`src/rtl/modport_fifo_pkg.sv`:
```
// Shared defaults and sizing helpers for the modport_fifo slice.
// Optional error flags are enabled with the MODPORT_FIFO_ERR_EN macro.
package modport_fifo_pkg;

  localparam int DATA_WIDTH_DEF = 8;
  localparam int DEPTH_DEF      = 8;

  // Number of address bits needed to index depth entries (clog2).
  function automatic int ptr_width(input int depth);
    int w;
    w = 0;
    for (int i = 0; i < 31; i++) begin
      if ((1 << i) < depth) w = i + 1;
    end
    return w;
  endfunction

endpackage

```
`src/rtl/modport_fifo_if.sv`:
```
// FIFO access bundle; master = producer/consumer side, slave = FIFO side.
// overflow/underflow exist only when MODPORT_FIFO_ERR_EN is defined.
interface modport_fifo_if
  import modport_fifo_pkg::*;
#(
  parameter int DATA_WIDTH = DATA_WIDTH_DEF
);

  // Handshake: a write is taken on a rising edge when wr_en && !full, a read
  // when rd_en && !empty; full/empty reflect the count after the last edge and
  // the read value appears on data_out one edge after the accepted read.
  logic                  wr_en;
  logic                  rd_en;
  logic [DATA_WIDTH-1:0] data_in;
  logic [DATA_WIDTH-1:0] data_out;
  logic                  full;
  logic                  empty;
`ifdef MODPORT_FIFO_ERR_EN
  logic                  overflow;
  logic                  underflow;
`endif

  modport master (
    output wr_en,
    output rd_en,
    output data_in,
`ifdef MODPORT_FIFO_ERR_EN
    input  overflow,
    input  underflow,
`endif
    input  data_out,
    input  full,
    input  empty
  );

  modport slave (
    input  wr_en,
    input  rd_en,
    input  data_in,
`ifdef MODPORT_FIFO_ERR_EN
    output overflow,
    output underflow,
`endif
    output data_out,
    output full,
    output empty
  );

endinterface

```
`src/rtl/modport_fifo_mem.sv`:
```
// DEPTH x DATA_WIDTH storage with one synchronous write and one registered
// read port; only the read register is reset, the array keeps stale contents.
module modport_fifo_mem
  import modport_fifo_pkg::*;
#(
  parameter int DATA_WIDTH = DATA_WIDTH_DEF,
  parameter int DEPTH      = DEPTH_DEF,
  parameter int PTR_W      = ptr_width(DEPTH)
) (
  input  logic                  clk,
  input  logic                  rst_n,
  input  logic                  wr_en,
  input  logic [PTR_W-1:0]      wr_addr,
  input  logic [DATA_WIDTH-1:0] wr_data,
  input  logic                  rd_en,
  input  logic [PTR_W-1:0]      rd_addr,
  output logic [DATA_WIDTH-1:0] rd_data
);

  logic [DATA_WIDTH-1:0] mem [DEPTH];

  always_ff @(posedge clk) begin
    if (wr_en) mem[wr_addr] <= wr_data;
  end

  // rst_n is active-high; the read register holds when no read is issued.
  always_ff @(posedge clk) begin
    if (rst_n) begin
      rd_data <= '0;
    end else if (rd_en) begin
      rd_data <= mem[rd_addr];
    end
  end

endmodule

```
`src/rtl/modport_fifo.sv`:
```
// Synchronous FIFO top: pointers, occupancy count and flags around the
// storage sub-module. MODPORT_FIFO_ERR_EN adds registered overflow/underflow.
module modport_fifo
  import modport_fifo_pkg::*;
#(
  parameter int DATA_WIDTH = DATA_WIDTH_DEF,
  parameter int DEPTH      = DEPTH_DEF
) (
  input  logic           clk,
  input  logic           rst_n,
  modport_fifo_if.slave  bus
);

  localparam int PTR_W = ptr_width(DEPTH);
  localparam int CNT_W = PTR_W + 1;

  logic [PTR_W-1:0] wr_ptr;
  logic [PTR_W-1:0] rd_ptr;
  logic [CNT_W-1:0] count;
  logic             wr_acc;
  logic             rd_acc;

  assign bus.full  = (count == CNT_W'(DEPTH));
  assign bus.empty = (count == '0);

  // Full blocks the write and empty blocks the read, so both accepted at
  // once never hit the same slot and no bypass path is needed.
  assign wr_acc = bus.wr_en && !bus.full;
  assign rd_acc = bus.rd_en && !bus.empty;

  always_ff @(posedge clk) begin
    if (rst_n) begin
      wr_ptr <= '0;
      rd_ptr <= '0;
      count  <= '0;
    end else begin
      if (wr_acc) wr_ptr <= wr_ptr + PTR_W'(1);
      if (rd_acc) rd_ptr <= rd_ptr + PTR_W'(1);
      case ({wr_acc, rd_acc})
        2'b10:   count <= count + CNT_W'(1);
        2'b01:   count <= count - CNT_W'(1);
        default: count <= count;
      endcase
    end
  end

  modport_fifo_mem #(
    .DATA_WIDTH (DATA_WIDTH),
    .DEPTH      (DEPTH),
    .PTR_W      (PTR_W)
  ) u_mem (
    .clk     (clk),
    .rst_n   (rst_n),
    .wr_en   (wr_acc),
    .wr_addr (wr_ptr),
    .wr_data (bus.data_in),
    .rd_en   (rd_acc),
    .rd_addr (rd_ptr),
    .rd_data (bus.data_out)
  );

`ifdef MODPORT_FIFO_ERR_EN
  // A write on full paired with a read is a legal drain, not an overflow.
  always_ff @(posedge clk) begin
    if (rst_n) begin
      bus.overflow  <= 1'b0;
      bus.underflow <= 1'b0;
    end else begin
      bus.overflow  <= bus.wr_en && bus.full && !bus.rd_en;
      bus.underflow <= bus.rd_en && bus.empty;
    end
  end
`endif

endmodule

```
`src/flat_wrapper.sv`:
```
// flat-port wrapper written by rule: the top's interface ports become plain ports
module modport_fifo_flat import modport_fifo_pkg::*;
#(
  parameter int DATA_WIDTH = DATA_WIDTH_DEF,
  parameter int DEPTH      = DEPTH_DEF
)
  (clk, rst_n, bus_wr_en, bus_rd_en, bus_data_in, bus_data_out, bus_full, bus_empty);
  modport_fifo_if #(.DATA_WIDTH(DATA_WIDTH)) bus_i ();
  input  logic clk;
  input  logic rst_n;
  input wire logic [$bits(bus_i.wr_en)-1:0] bus_wr_en;
  input wire logic [$bits(bus_i.rd_en)-1:0] bus_rd_en;
  input wire logic [$bits(bus_i.data_in)-1:0] bus_data_in;
  output wire logic [$bits(bus_i.data_out)-1:0] bus_data_out;
  output wire logic [$bits(bus_i.full)-1:0] bus_full;
  output wire logic [$bits(bus_i.empty)-1:0] bus_empty;
  assign bus_i.wr_en = bus_wr_en;
  assign bus_i.rd_en = bus_rd_en;
  assign bus_i.data_in = bus_data_in;
  assign bus_data_out = bus_i.data_out;
  assign bus_full = bus_i.full;
  assign bus_empty = bus_i.empty;
  modport_fifo #(.DATA_WIDTH(DATA_WIDTH), .DEPTH(DEPTH)) u_core (.clk(clk), .rst_n(rst_n), .bus(bus_i));
endmodule
```
`config.mk`:
```
export PLATFORM = sky130hd
export DESIGN_NAME = modport_fifo_flat
export DESIGN_NICKNAME = d
export VERILOG_FILES = /design/src/rtl/modport_fifo_pkg.sv /design/src/rtl/modport_fifo_if.sv /design/src/rtl/modport_fifo_mem.sv /design/src/rtl/modport_fifo.sv /design/src/flat_wrapper.sv
export SDC_FILE = /design/constraint.sdc
export NUM_CORES = 1
export LEC_CHECK = 0
export BUFFER_PORTS_ARGS = -buffer_cell sky130_fd_sc_hd__buf_4
export CORE_ASPECT_RATIO = 0.7
export CORE_UTILIZATION = 59
export DETAILED_ROUTE_END_ITERATION = 6
export PLACE_DENSITY = 0.76
export SLEW_MARGIN = 15
export SYNTH_ARGS = -nofsm -noshare
export SYNTH_HDL_FRONTEND = slang
export SYNTH_HIERARCHICAL = 1
export SYNTH_SLANG_ARGS = --single-unit
```
`constraint.sdc`:
```
create_clock -name clk -period 2.7 [get_ports clk]
set_input_delay 0.27 -clock clk [delete_from_list [all_inputs] [get_ports clk]]
set_output_delay 0.27 -clock clk [all_outputs]
set_load 0.01 [all_outputs]
```
==> metrics.md <==
| Metric | Value |
|---|---|
| Cell variety after synth | `34` |
| Total setup buffers inserted after CTS | `0` |
| Layout cell share with drive strength beyond 1 | `0.262` |
| CTS-repair resized insts | `0` |
| WP data required | `2.99 ns` |
| Max-slew violations | `0` |
| Part of the power in registers | `0.457` |
| # diodes | `0` |
| YS warnings | `6` |
| Final Setup Violations | `0` |
| Slew HR | `0.496` |
| Flops & latches, synth | `82` |
| Die height | `64.9 um` |
| Core area | `5340 um2` |
| Mux cell area share after synthesis | `0.105` |
| Xor/xnor share of the synthesized area | `0.0157` |
| DRC | `0` |
| Internal | `2410 uW` |
| Syn Inst Count | `219` |
| Ratio of final minimum period to clock period | `0.939` |
| Worst reg2reg setup slack | `about 0.17 ns` |
| Cell Pwr Density | `914 nW/um2` |
| GP Congestion | `0.770` |
| Clk_skew | `just under 0.008 ns` |
| Fraction of the mapped netlist area in simple logic gates | `0.0656` |
| Hold depth | `1` |
| Status | `finished clean` |
| FMAX | `395 MHz` |
| Root buf cell | `clkbuf_8` |
| Standard-cell rows | `22` |
| Initial Util | `0.625` |
| Psw | `roughly 1000 uW` |
| Number of flops mapped to enable cells by yosys | `64` |
| Port Buffers | `21` |
| Filler cells | `370` |
| Crit path launch | `u_core/count[0]$_SDFFE_PP0P_` |
| DRT iter0 DRCs | `roughly 130` |
| Worst vdd ir | `about 440 uV` |
| Chip Width | `91.9 um` |
| Number of global-route vias before repair | `1733` |
| Gr usage total | `0.221` |
| Largest net degree at the start of global routing | `35` |
| Syn Std Cell Area | `3340 um2` |
| Ys flop type | `edfxtp_1` |
| Switching Fraction | `0.302` |
| Clock power share | `0.254` |
| Combinational group share of total power | `0.289` |
| DP HPWL | `slightly below 4 mm` |
| Total gr overflow | `0` |
| Crit path to | `u_core/count[3]$_SDFFE_PP0P_` |
| Largest family of logic cells by synthesized area | `multiplexers` |
| Pre-CTS WS | `0.178 ns` |
| Hold-fix buffers, CTS | `0` |
| Maxcap violations | `0` |
| Number of vias per cell | `roughly 5.6` |
| WL/cell | `about 18 um` |
| Adder-Cell Fraction of Synth Area | `0.0247` |
| Setup slack after layout | `0.165 ns` |
| Cts bufs inserted | `9` |
| Register area share after synthesis | `0.683` |
| Setup TNS | `0 ns` |
| 1st-pass router iterations | `4` |
| Critical Path AT | `roughly 2.8 ns` |
| Final net count | `269` |
| Clock-pin slew on the worst setup and hold paths | `around 0.080 ns` |
| Min Tclk post-route | `2.53 ns` |
| Remaining antenna violation count after routing | `0` |
| Initial antenna violation count | `0` |
| Detailed Route WL | `5.77 mm` |
| Compound-Gate Fraction of Synth Area | `0.0746` |
| FF-to-FF Start | `u_core/count[0]$_SDFFE_PP0P_` |
| Measured slew at the worst slew-check pin | `approximately 0.75 ns` |
| Clk_lat worst skew | `0.35 ns` |
| Post-synth net total | `237` |
| Final Hold Fails | `0` |
| TritonCTS clock tree | `done` |
| Avg Inst Size Synth | `15.2 um2` |
| HP Class | `input port to flip-flop` |
| Post-synth ARST share | `0` |
| # clock sinks | `around 80` |
| RSZ-0062 raised after global routing | `false` |
| Leakage power | `0.00132 uW` |
| I/O pin cnt | `22` |
| Critical path class | `flip-flop to flip-flop` |
| Clock Tree Buf Depth | `2` |
| Crit-path max FO | `6` |
| H-tree depth | `3` |
| Setup crit start kind | `flip-flop` |
| R2R depth | `8` |
| DR vias | `1822` |
| Crit path capture type | `flip-flop` |
| First-pass GRT wire length | `9.30 mm` |
| Synthesis-to-layout area growth | `13.1%` |
| Worst reg2reg endpoint | `u_core/count[3]$_SDFFE_PP0P_` |
| Die ar. | `5970 um2` |
## critical path: stages, from the launching register on
cell and delay, ns:
dfxtp_1 0.37, or4b_4 0.61, nand2_4 0.11, ha_1 0.20
ha_1 0.29, a21oi_1 0.19, a21oi_1 0.10, or4_1 0.47
a21oi_1 0.14
## flip-flops by register name, indices dropped and copies added, names as in the netlist
register / flops
u_core/count: 4
u_core/u_mem/mem: 64
u_core/rd_ptr: 3
u_core/u_mem/rd_data: 8
u_core/wr_ptr: 3
## layout by cell type, fill, tap and decap left out, types with 2 or more instances in the layout
master,n
a221o_1,7
clkbuf_8,9
ha_1,5
a211oi_2,2
nand3_1,2
o22ai_1,7
inv_1,5
inv_6,3
mux2_2,16
nor3_1,2
buf_4,31
mux2i_1,17
xor2_1,5
nand2_1,5
nor2_1,25
dfxtp_1,18
edfxtp_1,64
a21oi_1,6
nand2b_1,4
a211oi_1,6
## power groups by stage
stage / registers (uW) / logic [uW] / clock network, uW
3_3_place_gp: 1600 / 984 / 0
3_5_place_dp: 1610 / 995 / 0
2_1_floorplan: 1630 / 766 / 0
4_1_cts: 1580 / 1000 / 898
5_1_grt: 1600 / 1090 / 951
6_report: 1580 / 997 / 876
## layout make-up
cell class	count	area, um2	share of cell area
flip-flops and latches	82	2280	0.604
inverters	5	18.8	0.00497
repair buffers	31	233	0.0616
clock inverters	7	76.3	0.0202
well taps	72	90.1	0.0238
multi-input cells	122	953	0.252
clock buffers	9	124	0.0328
## cell usage after synthesis, types with 2 or more instances
cell | n | area (um2)
edfxtp_1 | 64 | 1920
nor2_1 | 25 | 93.8
dfxtp_1 | 18 | 360
mux2i_1 | 17 | 170
mux2_2 | 16 | 180
a221o_1 | 7 | 70.1
o22ai_1 | 7 | 43.8
a211oi_1 | 6 | 45.0
a21oi_1 | 6 | 30.0
ha_1 | 5 | 62.6
inv_1 | 5 | 18.8
nand2_1 | 5 | 18.8
xor2_1 | 5 | 43.8
buf_1 | 4 | 15.0
nand2b_1 | 4 | 25.0
a211oi_2 | 2 | 25.0
buf_12 | 2 | 40.0
buf_6 | 2 | 22.5
clkbuf_1 | 2 | 7.51
nand3_1 | 2 | 10.0
nor3_1 | 2 | 10.0
## per-layer routing
layer / track usage / routed length [um]
met5: 0 / 0
met4: 0.0605 / 56
met3: 0.0716 / 318
met2: 0.322 / 2540
met1: 0.321 / 2860
## metrics by stage
| step | cells | instance area (um2) | total power [uW] | hold slack [ns] | util |
|---|---|---|---|---|---|
| detailed placement | 312 | 3580 | 2600 | 0.483 | 0.670 |
| global route | 328 | 3780 | 3640 | 0.139 | 0.707 |
| CTS | 328 | 3780 | 3480 | 0.141 | 0.707 |
| finish | 328 | 3780 | 3450 | 0.152 | 0.707 |
| floorplan | 219 | 3340 | 2390 | 0.369 | - |
| global placement | 312 | 3580 | 2580 | 0.477 | 0.670 |
## logic make-up (layout without fill, tap and decap cells)
family	Yosys count	in the layout
adders and majority gates	6	6
DFF	82	82
xor gates and xnor gates	6	6
muxes	33	33
AOI/OAI and AO/OA	32	32
and+or+nand+nor	45	45
buffers and inverters	15	52
## worst min-delay path by stage
stage / startpoint / endpoint / slack, ns
after floorplan: bus_data_in[0] / u_core/u_mem/mem[0][0]$_DFFE_PP_ / 0.37
after global placement: u_core/u_mem/rd_data[5]$_SDFFE_PP0P_ / u_core/u_mem/rd_data[5]$_SDFFE_PP0P_ / 0.48
after detailed placement: u_core/u_mem/rd_data[3]$_SDFFE_PP0P_ / u_core/u_mem/rd_data[3]$_SDFFE_PP0P_ / 0.48
after CTS: bus_data_in[2] / u_core/u_mem/mem[4][2]$_DFFE_PP_ / 0.14
after global routing: bus_data_in[5] / u_core/u_mem/mem[6][5]$_DFFE_PP_ / 0.14
final: bus_data_in[2] / u_core/u_mem/mem[6][2]$_DFFE_PP_ / 0.15
No activity file was read; power rests on OpenSTA's default activity.
